`src/rtl/clock_pkg.sv`:
```
// Shared time-of-day field widths, limits and the hhhhh_mmmmmm_ssssss layout.
// Reused by the time keeper, the date stage and the display driver.
package clock_pkg;

    localparam int SEC_W  = 6;
    localparam int MIN_W  = 6;
    localparam int HOUR_W = 5;
    localparam int TIME_W = HOUR_W + MIN_W + SEC_W;

    localparam int SEC_MAX  = 59;
    localparam int MIN_MAX  = 59;
    localparam int HOUR_MAX = 23;

    localparam int SEC_LSB  = 0;
    localparam int MIN_LSB  = SEC_LSB + SEC_W;
    localparam int HOUR_LSB = MIN_LSB + MIN_W;

    typedef struct packed {
        logic [HOUR_W-1:0] hour;
        logic [MIN_W-1:0]  min;
        logic [SEC_W-1:0]  sec;
    } time_t;

    function automatic logic [TIME_W-1:0] pack_time(input logic [HOUR_W-1:0] h,
                                                    input logic [MIN_W-1:0]  m,
                                                    input logic [SEC_W-1:0]  s);
        return {h, m, s};
    endfunction

endpackage

```
`src/rtl/time_keeper_if.sv`:
```
// Control/status bundle of the time keeper; master drives controls, slave is the keeper.
interface time_keeper_if;

    // Level/strobe interface, no handshake: every input is sampled on each rising
    // clk edge, and every output pulse is high for exactly one cycle.
    logic                         run;
    logic                         time_ow;
    logic [clock_pkg::TIME_W-1:0] time_in;
    logic                         inc_min;
    logic                         inc_hour;
    logic [clock_pkg::TIME_W-1:0] time_out;
    logic                         sec_tick;
    logic                         day_tick;
    logic                         ow_err;

    modport master (
        output run, time_ow, time_in, inc_min, inc_hour,
        input  time_out, sec_tick, day_tick, ow_err
    );

    modport slave (
        input  run, time_ow, time_in, inc_min, inc_hour,
        output time_out, sec_tick, day_tick, ow_err
    );

endinterface

```
`src/rtl/wrap_counter.sv`:
```
// Modulo-(MAX+1) counter with load, manual increment and cascade enable.
// carry flags the enabled wrap so the next stage advances on the same edge.
module wrap_counter #(
    parameter int WIDTH = 6,
    parameter int MAX   = 59
) (
    input  logic             clk,
    input  logic             rst,
    input  logic             en,
    input  logic             inc,
    input  logic             load,
    input  logic [WIDTH-1:0] load_val,
    output logic [WIDTH-1:0] value,
    output logic             carry
);

    logic [WIDTH-1:0] r_value;
    logic             w_at_max;
    logic [WIDTH-1:0] w_next;

    assign w_at_max = (r_value == WIDTH'(MAX));
    assign w_next   = w_at_max ? '0 : r_value + WIDTH'(1);

    // Manual inc never produces a carry; only the cascade enable does.
    assign carry = en && w_at_max;
    assign value = r_value;

    always_ff @(posedge clk) begin
        if (rst) begin
            r_value <= '0;
        end else if (load) begin
            r_value <= load_val;
        end else if (inc || en) begin
            r_value <= w_next;
        end
    end

endmodule

```
`src/rtl/time_keeper.sv`:
```
// Wall-clock time of day: prescaler to a 1 s tick, cascaded sec/min/hour counters,
// synchronous validated overwrite and stopped-mode minute/hour adjustment.
module time_keeper
    import clock_pkg::*;
#(
    parameter int CLK_FREQ = 100000000,
    parameter int PRESC_W  = 27
) (
    input  logic          clk,
    input  logic          rst,
    time_keeper_if.slave  bus
);

    logic [PRESC_W-1:0] r_presc;
    logic               r_sec_tick;
    logic               r_day_tick;
    logic               r_ow_err;

    logic               w_tick;
    logic               w_adj;
    logic [SEC_W-1:0]   w_in_sec;
    logic [MIN_W-1:0]   w_in_min;
    logic [HOUR_W-1:0]  w_in_hour;
    logic               w_sec_ok;
    logic               w_min_ok;
    logic               w_hour_ok;
    logic [SEC_W-1:0]   w_ld_sec;
    logic [MIN_W-1:0]   w_ld_min;
    logic [HOUR_W-1:0]  w_ld_hour;
    logic [SEC_W-1:0]   w_sec;
    logic [MIN_W-1:0]   w_min;
    logic [HOUR_W-1:0]  w_hour;
    logic               w_sec_carry;
    logic               w_min_carry;
    logic               w_hour_carry;

    // Overwrite outranks the tick, so a load edge never counts.
    assign w_tick = bus.run && !bus.time_ow && (r_presc == PRESC_W'(CLK_FREQ - 1));
    assign w_adj  = !bus.run && !bus.time_ow;

    assign w_in_sec  = bus.time_in[SEC_LSB  +: SEC_W];
    assign w_in_min  = bus.time_in[MIN_LSB  +: MIN_W];
    assign w_in_hour = bus.time_in[HOUR_LSB +: HOUR_W];

    assign w_sec_ok  = (w_in_sec  <= SEC_W'(SEC_MAX));
    assign w_min_ok  = (w_in_min  <= MIN_W'(MIN_MAX));
    assign w_hour_ok = (w_in_hour <= HOUR_W'(HOUR_MAX));

    assign w_ld_sec  = w_sec_ok  ? w_in_sec  : '0;
    assign w_ld_min  = w_min_ok  ? w_in_min  : '0;
    assign w_ld_hour = w_hour_ok ? w_in_hour : '0;

    always_ff @(posedge clk) begin
        if (rst) begin
            r_presc <= '0;
        end else if (bus.time_ow) begin
            r_presc <= '0;
        end else if (bus.run) begin
            r_presc <= w_tick ? '0 : r_presc + PRESC_W'(1);
        end
    end

    always_ff @(posedge clk) begin
        if (rst) begin
            r_sec_tick <= 1'b0;
            r_day_tick <= 1'b0;
            r_ow_err   <= 1'b0;
        end else begin
            r_sec_tick <= w_tick;
            r_day_tick <= w_hour_carry;
            r_ow_err   <= bus.time_ow && !(w_sec_ok && w_min_ok && w_hour_ok);
        end
    end

    wrap_counter #(.WIDTH(SEC_W), .MAX(SEC_MAX)) u_sec (
        .clk      (clk),
        .rst      (rst),
        .en       (w_tick),
        .inc      (1'b0),
        .load     (bus.time_ow),
        .load_val (w_ld_sec),
        .value    (w_sec),
        .carry    (w_sec_carry)
    );

    wrap_counter #(.WIDTH(MIN_W), .MAX(MIN_MAX)) u_min (
        .clk      (clk),
        .rst      (rst),
        .en       (w_sec_carry),
        .inc      (w_adj && bus.inc_min),
        .load     (bus.time_ow),
        .load_val (w_ld_min),
        .value    (w_min),
        .carry    (w_min_carry)
    );

    wrap_counter #(.WIDTH(HOUR_W), .MAX(HOUR_MAX)) u_hour (
        .clk      (clk),
        .rst      (rst),
        .en       (w_min_carry),
        .inc      (w_adj && bus.inc_hour),
        .load     (bus.time_ow),
        .load_val (w_ld_hour),
        .value    (w_hour),
        .carry    (w_hour_carry)
    );

    assign bus.time_out = pack_time(w_hour, w_min, w_sec);
    assign bus.sec_tick = r_sec_tick;
    assign bus.day_tick = r_day_tick;
    assign bus.ow_err   = r_ow_err;

endmodule

```
`src/flat_wrapper.sv`:
```
// flat-port wrapper written by rule: the top's interface ports become plain ports
module time_keeper_flat import clock_pkg::*;
#(
    parameter int CLK_FREQ = 100000000,
    parameter int PRESC_W  = 27
)
  (clk, rst, bus_run, bus_time_ow, bus_time_in, bus_inc_min, bus_inc_hour, bus_time_out, bus_sec_tick, bus_day_tick, bus_ow_err);
  time_keeper_if bus_i ();
  input  logic clk;
  input  logic rst;
  input wire logic [$bits(bus_i.run)-1:0] bus_run;
  input wire logic [$bits(bus_i.time_ow)-1:0] bus_time_ow;
  input wire logic [$bits(bus_i.time_in)-1:0] bus_time_in;
  input wire logic [$bits(bus_i.inc_min)-1:0] bus_inc_min;
  input wire logic [$bits(bus_i.inc_hour)-1:0] bus_inc_hour;
  output wire logic [$bits(bus_i.time_out)-1:0] bus_time_out;
  output wire logic [$bits(bus_i.sec_tick)-1:0] bus_sec_tick;
  output wire logic [$bits(bus_i.day_tick)-1:0] bus_day_tick;
  output wire logic [$bits(bus_i.ow_err)-1:0] bus_ow_err;
  assign bus_i.run = bus_run;
  assign bus_i.time_ow = bus_time_ow;
  assign bus_i.time_in = bus_time_in;
  assign bus_i.inc_min = bus_inc_min;
  assign bus_i.inc_hour = bus_inc_hour;
  assign bus_time_out = bus_i.time_out;
  assign bus_sec_tick = bus_i.sec_tick;
  assign bus_day_tick = bus_i.day_tick;
  assign bus_ow_err = bus_i.ow_err;
  time_keeper #(.CLK_FREQ(CLK_FREQ), .PRESC_W(PRESC_W)) u_core (.clk(clk), .rst(rst), .bus(bus_i));
endmodule
```
`config.mk`:
```
export PLATFORM = sky130hd
export DESIGN_NAME = time_keeper_flat
export DESIGN_NICKNAME = d
export VERILOG_FILES = /design/src/rtl/clock_pkg.sv /design/src/rtl/time_keeper_if.sv /design/src/rtl/wrap_counter.sv /design/src/rtl/time_keeper.sv /design/src/flat_wrapper.sv
export SDC_FILE = /design/constraint.sdc
export NUM_CORES = 1
export LEC_CHECK = 0
export BUFFER_PORTS_ARGS = -buffer_cell sky130_fd_sc_hd__buf_4
export CAP_MARGIN = 15
export CORE_UTILIZATION = 50
export DETAILED_ROUTE_END_ITERATION = 8
export HOLD_SLACK_MARGIN = 0.12
export PLACE_DENSITY = 0.79
export SLEW_MARGIN = 20
export SYNTH_ARGS = -nofsm -noshare
export SYNTH_HDL_FRONTEND = slang
export SYNTH_SLANG_ARGS = --single-unit
```
`constraint.sdc`:
```
create_clock -name clk -period 5.7 [get_ports clk]
set_clock_uncertainty 0.2 [all_clocks]
set_input_delay 0 -clock clk [delete_from_list [all_inputs] [get_ports clk]]
set_output_delay 0 -clock clk [all_outputs]
set_load 0.03 [all_outputs]
```
==> results of run 1 <==
flip-flops by register name (all words and copies together), names as in the netlist:
| name | count |
|---|---|
| u_core.r_presc | 27 |
| u_core.u_min.value | 6 |
| u_core.u_sec.value | 6 |
| u_core.u_hour.value | 5 |
| u_core.bus.day_tick | 1 |
| u_core.bus.ow_err | 1 |
| u_core.bus.sec_tick | 1 |
per-layer routing:
layer / vias to the layer above / share of wire (%)
met1: 1216 / 43
met2: 134 / 48
met5: - / 0
met4: 0 / 2.1
met3: 20 / 6.6
li1: 1227 / -
report_power, final:
group / internal [mW] / switching [mW]
combinational: 0.0612 / 0.0660
sequential: 0.338 / 0.0131
clock: 0.0953 / 0.106
worst max-delay path by stage:
stage	startpoint	to	cells after the start
finish	u_core.u_sec.value[1]	u_core.u_hour.value[4]	8
global route	u_core.u_sec.value[0]	u_core.u_hour.value[4]	8
CTS	u_core.u_sec.value[0]	u_core.u_hour.value[4]	8
detailed placement	u_core.r_presc[0]	u_core.r_presc[19]	6
global placement	u_core.r_presc[0]	u_core.r_presc[1]	6
floorplan	u_core.u_sec.value[1]	u_core.u_hour.value[4]	6
critical path, delay by kind of cell (launching register included):
| family | cells | cell delay, ps |
|---|---|---|
| simple gates | 4 | 1010 |
| compound gates | 1 | 80 |
| fa+ha+maj | 1 | 270 |
| buf+inv | 2 | 1130 |
| flops | 1 | 400 |
cell usage after synthesis (all sizes together) (4+ instances only):
cell type  instances
and3               7
buf                8
dfxtp             47
nand4             16
nor3               8
nor2              40
o21ai              4
a21oi             15
inv               12
nor4               4
a211oi             9
nand2             16
xnor2             15
and4               6
nand3             19
ha                 4
xor2              15
a221oi             4
clkbuf             6
a32oi              4
cell families (layout without fill, tap and decap cells):
| group | after synthesis | in the layout |
|---|---|---|
| flip-flops | 47 | 47 |
| XOR/XNOR | 30 | 30 |
| AO/OA/AOI/OAI | 51 | 51 |
| adder cells (fa/ha/maj) | 4 | 4 |
| AND/OR/NAND/NOR | 136 | 136 |
| multiplexers | 2 | 2 |
| buffers and inverters | 27 | 102 |
area by class of cell:
| cell class | instances | area share, % |
|---|---|---|
| multi-input combinational | 223 | 44.7 |
| sequential | 47 | 27.7 |
| timing repair buffer | 82 | 21.1 |
| tap | 67 | 2.47 |
| clock buffer | 6 | 2.43 |
| inverter | 13 | 1.44 |
| clock inverter | 1 | 0.147 |
stage by stage:
stage	util (%)	area (µm²)
floorplan	-	2610
global placement	59.5	2910
detailed placement	59.5	2910
CTS	69.5	3390
global route	69.5	3390
finish	69.5	3390
==> results.txt, run 1 <==
----------------------------------------------------
[Place]
  Cells after DPL ... 392
  IO Port Bufs ... 42
  RD Place Congestion ... 0.868
  Dpl hpwl ... 4280 µm
  DP Worst Slack ... 3070 ps

[Synth]
  Largest family of logic cells by synthesized area ... simple AND/OR/NAND/NOR gates
  Post-synth EDFFs ... 0
  Summed instance area of the synthesized netlist ... 2600 µm²
  Synthesized-area fraction occupied by adder cells ... 1.92%
  Synthesized area per cell ... 8.77 µm²
  Sequential cell area fraction in the yosys report ... 36.1%
  Library cells used by synthesis ... 57
  Largest cells by area after synthesis ... dfxtp_1, nor2_1, xnor2_1
  Proportion of register bits with asynchronous set or reset after synthesis ... 0%
  Library cell occupying the most area in the post-synthesis netlist ... dfxtp_1
  Area fraction of the dominant cell type after synthesis ... 36.1%
  Mapped Nets ... 324
  Synthesis-stage register bit count ... 47
  Count of mapped cells out of synthesis ... 297
  Compound-cell area share of the yosys netlist ... 15.0%
  Synth warnings ... 0
  Xor and xnor fraction of the mapped netlist area ... 10.1%
  Mux share of post-synthesis cell area ... 0.768%
  Basic-gate share of the synthesized area counting and, or, nand and nor cells ... 30.4%
  Post-synth top flop ... dfxtp_1

[STA]
  Headroom to the max-slew limit ... 34.6%
  Final min period ... 3190 ps
  Sum of negative setup slack ... 0 ps
  Slew at the pin with the worst max-slew slack ... 981 ps
  Fin. Hold Viols ... 0
  Max Fclk ... 0.313 GHz
  Smallest hold slack ... 241 ps
  Setup violators final ... 0
  RSZ-0062 raised after global routing ... false
  Final max-slew violation count ... 0
  Worst Slack Setup Final ... 2510 ps
  Final worst path period share ... 56.0%

[CTS]
  TritonCTS clock tree ... built
  Clock sink total ... 47
  Register clock-pin slew on the reported worst setup and hold paths ... 90 ps
  Number of buffers inserted to repair setup after CTS ... 0
  Number of gates given a new drive strength after cts ... 0
  Number of hold-repair buffers added at the cts stage ... 40
  Number of H-tree levels ... 2
  CTS Buf Count ... 5
  Root cell of the clock tree ... clkbuf_8
  Clk Latency, worst-skew pair ... 300 ps
  Clock buffer depth ... 2

[Global route]
  Initial antenna violation count ... 0
  Fraction of met2 tracks used by global routing ... 43.4%
  Total grt overflow ... 0
  GRT met1 Usage ... 33.2%
  Global-route track usage on met3 ... 4.88%
  Largest net degree at the start of global routing ... 28
  Number of global-route vias before repair ... 2352
  Most Used Layer, Global Route ... met2
  Gr usage total ... 26.2%
  First-pass GRT wire length ... 11100 µm

[Setup path]
  Endpoint arrival time on the critical path ... 3180 ps
  Origin of the critical flop-to-flop path ... u_core.u_sec.value[1]
  Crit start category ... flip-flop
  Internal reg-to-reg setup slack ... 2510 ps
  Critical Path End Type ... flip-flop
  Critical Path Most Common Cell ... dlygate4sd3_1
  Biggest fanout along the worst timing path ... 5
  Worst R2R End ... u_core.u_hour.value[4]
  Number of cells traversed by the worst register-to-register path ... 8
  Worst setup path class ... flip-flop to flip-flop
  Required time at the worst-slack endpoint ... 5690 ps
  Critical-path cell list ... ha_1 > and4b_2 > and4_1 > nand4_1 > nand4b_1 > dlygate4sd3_1 > o41ai_1 > dlygate4sd3_1
  CP max stage delay ... 570 ps
  Crit path max-delay cell type ... dlygate4sd3_1

[Layout]
  Seq. cell area ... 941 µm²
  Commonest non-fill, non-tap cell in the layout ... dfxtp_1
  Net count of the finished layout ... 399
  Fillers ... 385
  Multi-input gate area in the final layout ... 1520 µm²
  Commonest cells after routing, fill and taps aside ... dfxtp_1, buf_4, nor2_1, dlygate4sd3_1, nand3_1
  Final std cells w/o fill ... 439
  Diodes inserted ... 0
  Layout Area Growth over Synthesis ... 30.3%
  Ratio of cells with drive above 1 in the final layout ... 18.8%

[Route]
  DRC violation count after routing ... 0
  Routed vias ... 2597
  Violation count after the first detailed-routing iteration ... 200
  Number of antenna-violating nets in the routed design ... 0
  Vias per inst ... 5.92
  Pre-Repair DR Iteration Count ... 5
  Final routed wirelength across all metal layers ... 6990 µm
  Per-cell routed wire length ... 15.9 µm

[Power]
  Power per standard cell area ... 200 nW/µm²
  Max VDD drop ... 148 µV
  Leak pwr ... 1.31 nW
  Total Power Consumption ... 0.679 mW

[Floorplan]
  Vertical die dimension ... 74.2 µm
  Top-Level Pins ... 43
  Number of standard-cell rows in the floorplan ... 25
  Area enclosed by the die boundary ... 5500 µm²
  Starting density of the core ... 53.4%
  Overall die width ... 74.2 µm
  Placeable core region ... 4880 µm²

[Min path]
  End point of the most critical hold path ... u_core.u_min.value[4]
  Min-Delay Startpoint ... bus_inc_min
  Hold Path Cell Cnt ... 4
  Worst Hold Class ... input port to flip-flop

[Flow run]
  Number of maximum-capacitance violations ... 0

[Run status]
  Status ... finished, final reports clean

----------------------------------------------------
Note: power is estimated with default switching activity, not from simulation.
==> run 2: changes to the inputs <==
PLACE_DENSITY = 0.82   (was 0.79)
clock period = 2.6 ns   (was 5.7 ns; I/O delays follow)
==> run 2 against run 1 <==
  * Flip-flop and latch count unchanged
  * Hold slack better by 55 ps
  * Combinational power up 110%
  * Register-to-register slack worse by 2400 ps
  * Setup slack worse by 2400 ps
  * Sequential power up 120%
  * Maximum frequency up 29%
  * Critical endpoint is now u_core.u_sec.value[3]
==> results.txt, run 2 (synthesis gave the netlist of run 1 again) <==
----------------------------------------------------
[Layout]
  Commonest cells after routing, fill and taps aside ... buf_4, dfxtp_1, nor2_1
  Final std cells w/o fill ... 431 (-1.8%)
  Diodes inserted ... 0 (unchanged)
  Total non-filler cell area in the finished layout ... 3300 µm² (-2.7%)
  Multi-input gate area in the final layout ... 1530 µm² (+0.58%)
  Net count of the finished layout ... 390 (-2.3%)
  Number of flip-flops in the largest register ... 27 (unchanged)
  Seq. cell area ... 945 µm² (+0.40%)
  Commonest non-fill, non-tap cell in the layout ... buf_4
  Register name with the most flops ... u_core.r_presc
  Ratio of cells with drive above 1 in the final layout ... 21.4% (+2.6 points)
  Fillers ... 394 (+2.3%)
  Layout Area Growth over Synthesis ... 26.8%

[Place]
  IO Port Bufs ... 42 (unchanged)
  Cells after DPL ... 394 (+0.51%)
  Placed Area ... 2920 µm² (+0.52%)
  Dpl hpwl ... 4160 µm (-2.9%)
  RD Place Congestion ... 0.802 (-7.7%)

[Global route]
  Largest net degree at the start of global routing ... 28 (unchanged)
  Global-route track usage on met3 ... 4.20% (-0.68 points)
  Most Used Layer, Global Route ... met2
  First-pass GRT wire length ... 10400 µm (-5.8%)
  GRT met1 Usage ... 31.4% (-1.7 points)
  Initial antenna violation count ... 0 (unchanged)
  Gr usage total ... 24.5% (-1.6 points)
  Total grt overflow ... 0 (unchanged)
  Number of global-route vias before repair ... 2328 (-1.0%)
  Fraction of met2 tracks used by global routing ... 39.9% (-3.5 points)

[CTS]
  Clock buffer depth ... 2 (unchanged)
  Clk Latency, worst-skew pair ... 290 ps (about the same)
  Root cell of the clock tree ... clkbuf_8
  CTS Buf Count ... 5 (unchanged)
  TritonCTS clock tree ... built
  Clock sink total ... 47 (unchanged)
  Number of H-tree levels ... 2 (unchanged)
  Register clock-pin slew on the reported worst setup and hold paths ... 80 ps (about the same)

[Route]
  Per-cell routed wire length ... 15.1 µm (-5.0%)
  Routed vias ... 2463 (-5.2%)
  Violation count after the first detailed-routing iteration ... 201 (+0.50%)
  Vias per inst ... 5.71 (-3.4%)
  DRC violation count after routing ... 0 (unchanged)
  Number of antenna-violating nets in the routed design ... 0 (unchanged)
  Pre-Repair DR Iteration Count ... 4 (-1)
  Final routed wirelength across all metal layers ... 6520 µm (-6.7%)

[Setup path]
  Worst setup path class ... flip-flop to flip-flop
  Biggest fanout along the worst timing path ... 4 (-1)
  Endpoint arrival time on the critical path ... 2450 ps (-730 ps)
  Crit start category ... flip-flop
  Required time at the worst-slack endpoint ... 2580 ps (-3110 ps)
  Critical Path End Type ... flip-flop

[Power]
  Max VDD drop ... 317 µV (+110%)
  Total Power Consumption ... 1.45 mW (+110%)
  Power per standard cell area ... 440 nW/µm² (+120%)
  Leak pwr ... 1.25 nW (-4.0%)

[Floorplan]
  Starting density of the core ... 53.4% (unchanged)
  Placeable core region ... 4880 µm² (unchanged)
  Vertical die dimension ... 74.2 µm (unchanged)
  Top-Level Pins ... 43 (unchanged)
  Overall die width ... 74.2 µm (unchanged)
  Number of standard-cell rows in the floorplan ... 25 (unchanged)
  Area enclosed by the die boundary ... 5500 µm² (unchanged)

[STA]
  Headroom to the max-slew limit ... 58.3% (+24 points)
  Slew at the pin with the worst max-slew slack ... 626 ps (-355 ps)
  Final worst path period share ... 95.0% (+39 points)
  Setup violators final ... 0 (unchanged)
  Fin. Hold Viols ... 0 (unchanged)
  Max Fclk ... 0.405 GHz (+29%)
  Final min period ... 2470 ps (-722 ps)
  Sum of negative setup slack ... 0 ps (unchanged)
  Final max-slew violation count ... 0 (unchanged)

[Flow run]
  Number of maximum-capacitance violations ... 0 (unchanged)

[Run status]
  Status ... finished, final reports clean

[Min path]
  Worst Hold Class ... flip-flop to flip-flop

----------------------------------------------------
==> run 2: cell count changes in the layout (fill, tap and decap cells not counted) <==
cell	delta
ha_2	+2
buf_4	+3
dfxtp_1	-3
dlygate4sd3_1	-12
a21oi_2	+1
dfxtp_2	+3
a21oi_1	-1
ha_1	-2
clkbuf_8	-1
clkbuf_1	+2
==> run 2: what timing repair did <==
action	4_1_cts	5_1_grt
buffers inserted	0	1
endpoints found under the hold margin	26	0
hold buffers	29	0
gates resized for setup	0	6
setup endpoints to repair	0	4
==> run 2: worst max-delay path: stages (launching register included) <==
cell and delay (ps):
dfxtp_1 360, ha_2 220, nand4_4 130, nor4_4 270
buf_4 180, nand2_1 120, mux2i_1 180, o22ai_1 110
dlygate4sd3_1 590
==> run 2: cell type report <==
type	instances	area share, %
multi-input cells	223	46.2
well taps	67	2.54
clock buffers	7	2.31
repair buffers	73	18.7
flip-flops and latches	47	28.6
inverters	13	1.48
clock inverters	1	0.152
==> run 2: final timing paths <==
path | startpoint | end | slack (ps) | cells after the start
worst min register to register | u_core.u_sec.value[1] | u_core.u_sec.value[1] | 300 | 2
worst max-delay path | u_core.r_presc[1] | u_core.u_sec.value[3] | 130 | 8
worst min-delay path | u_core.u_sec.value[1] | u_core.u_sec.value[1] | 300 | 2
worst max register to register | u_core.r_presc[1] | u_core.u_sec.value[3] | 130 | 8
==> run 2: report_power, final <==
group / switching (mW) / total, mW / leakage, nW / internal [mW]
combinational: 0.140 / 0.262 / 0.829 / 0.122
sequential: 0.0294 / 0.770 / 0.383 / 0.741
clock: 0.230 / 0.419 / 0.0422 / 0.189
total: 0.400 / 1.45 / 1.25 / 1.05
==> run 2: metal layers <==
layer	routed length, µm	vias up
met5	0	-
met4	122	0
met3	333	13
met2	3140	84
met1	2930	1157
li1	-	1209
==> run 2: through the flow <==
stage / util [%] / setup slack [ps] / hold WS (ps)
after floorplan: - / 459 / -37.9
after global placement: 59.8 / 457 / 108
after detailed placement: 59.8 / 413 / 130
after CTS: 67.5 / 67.6 / 322
after global routing: 67.7 / -1.28 / 330
final: 67.7 / 129 / 296
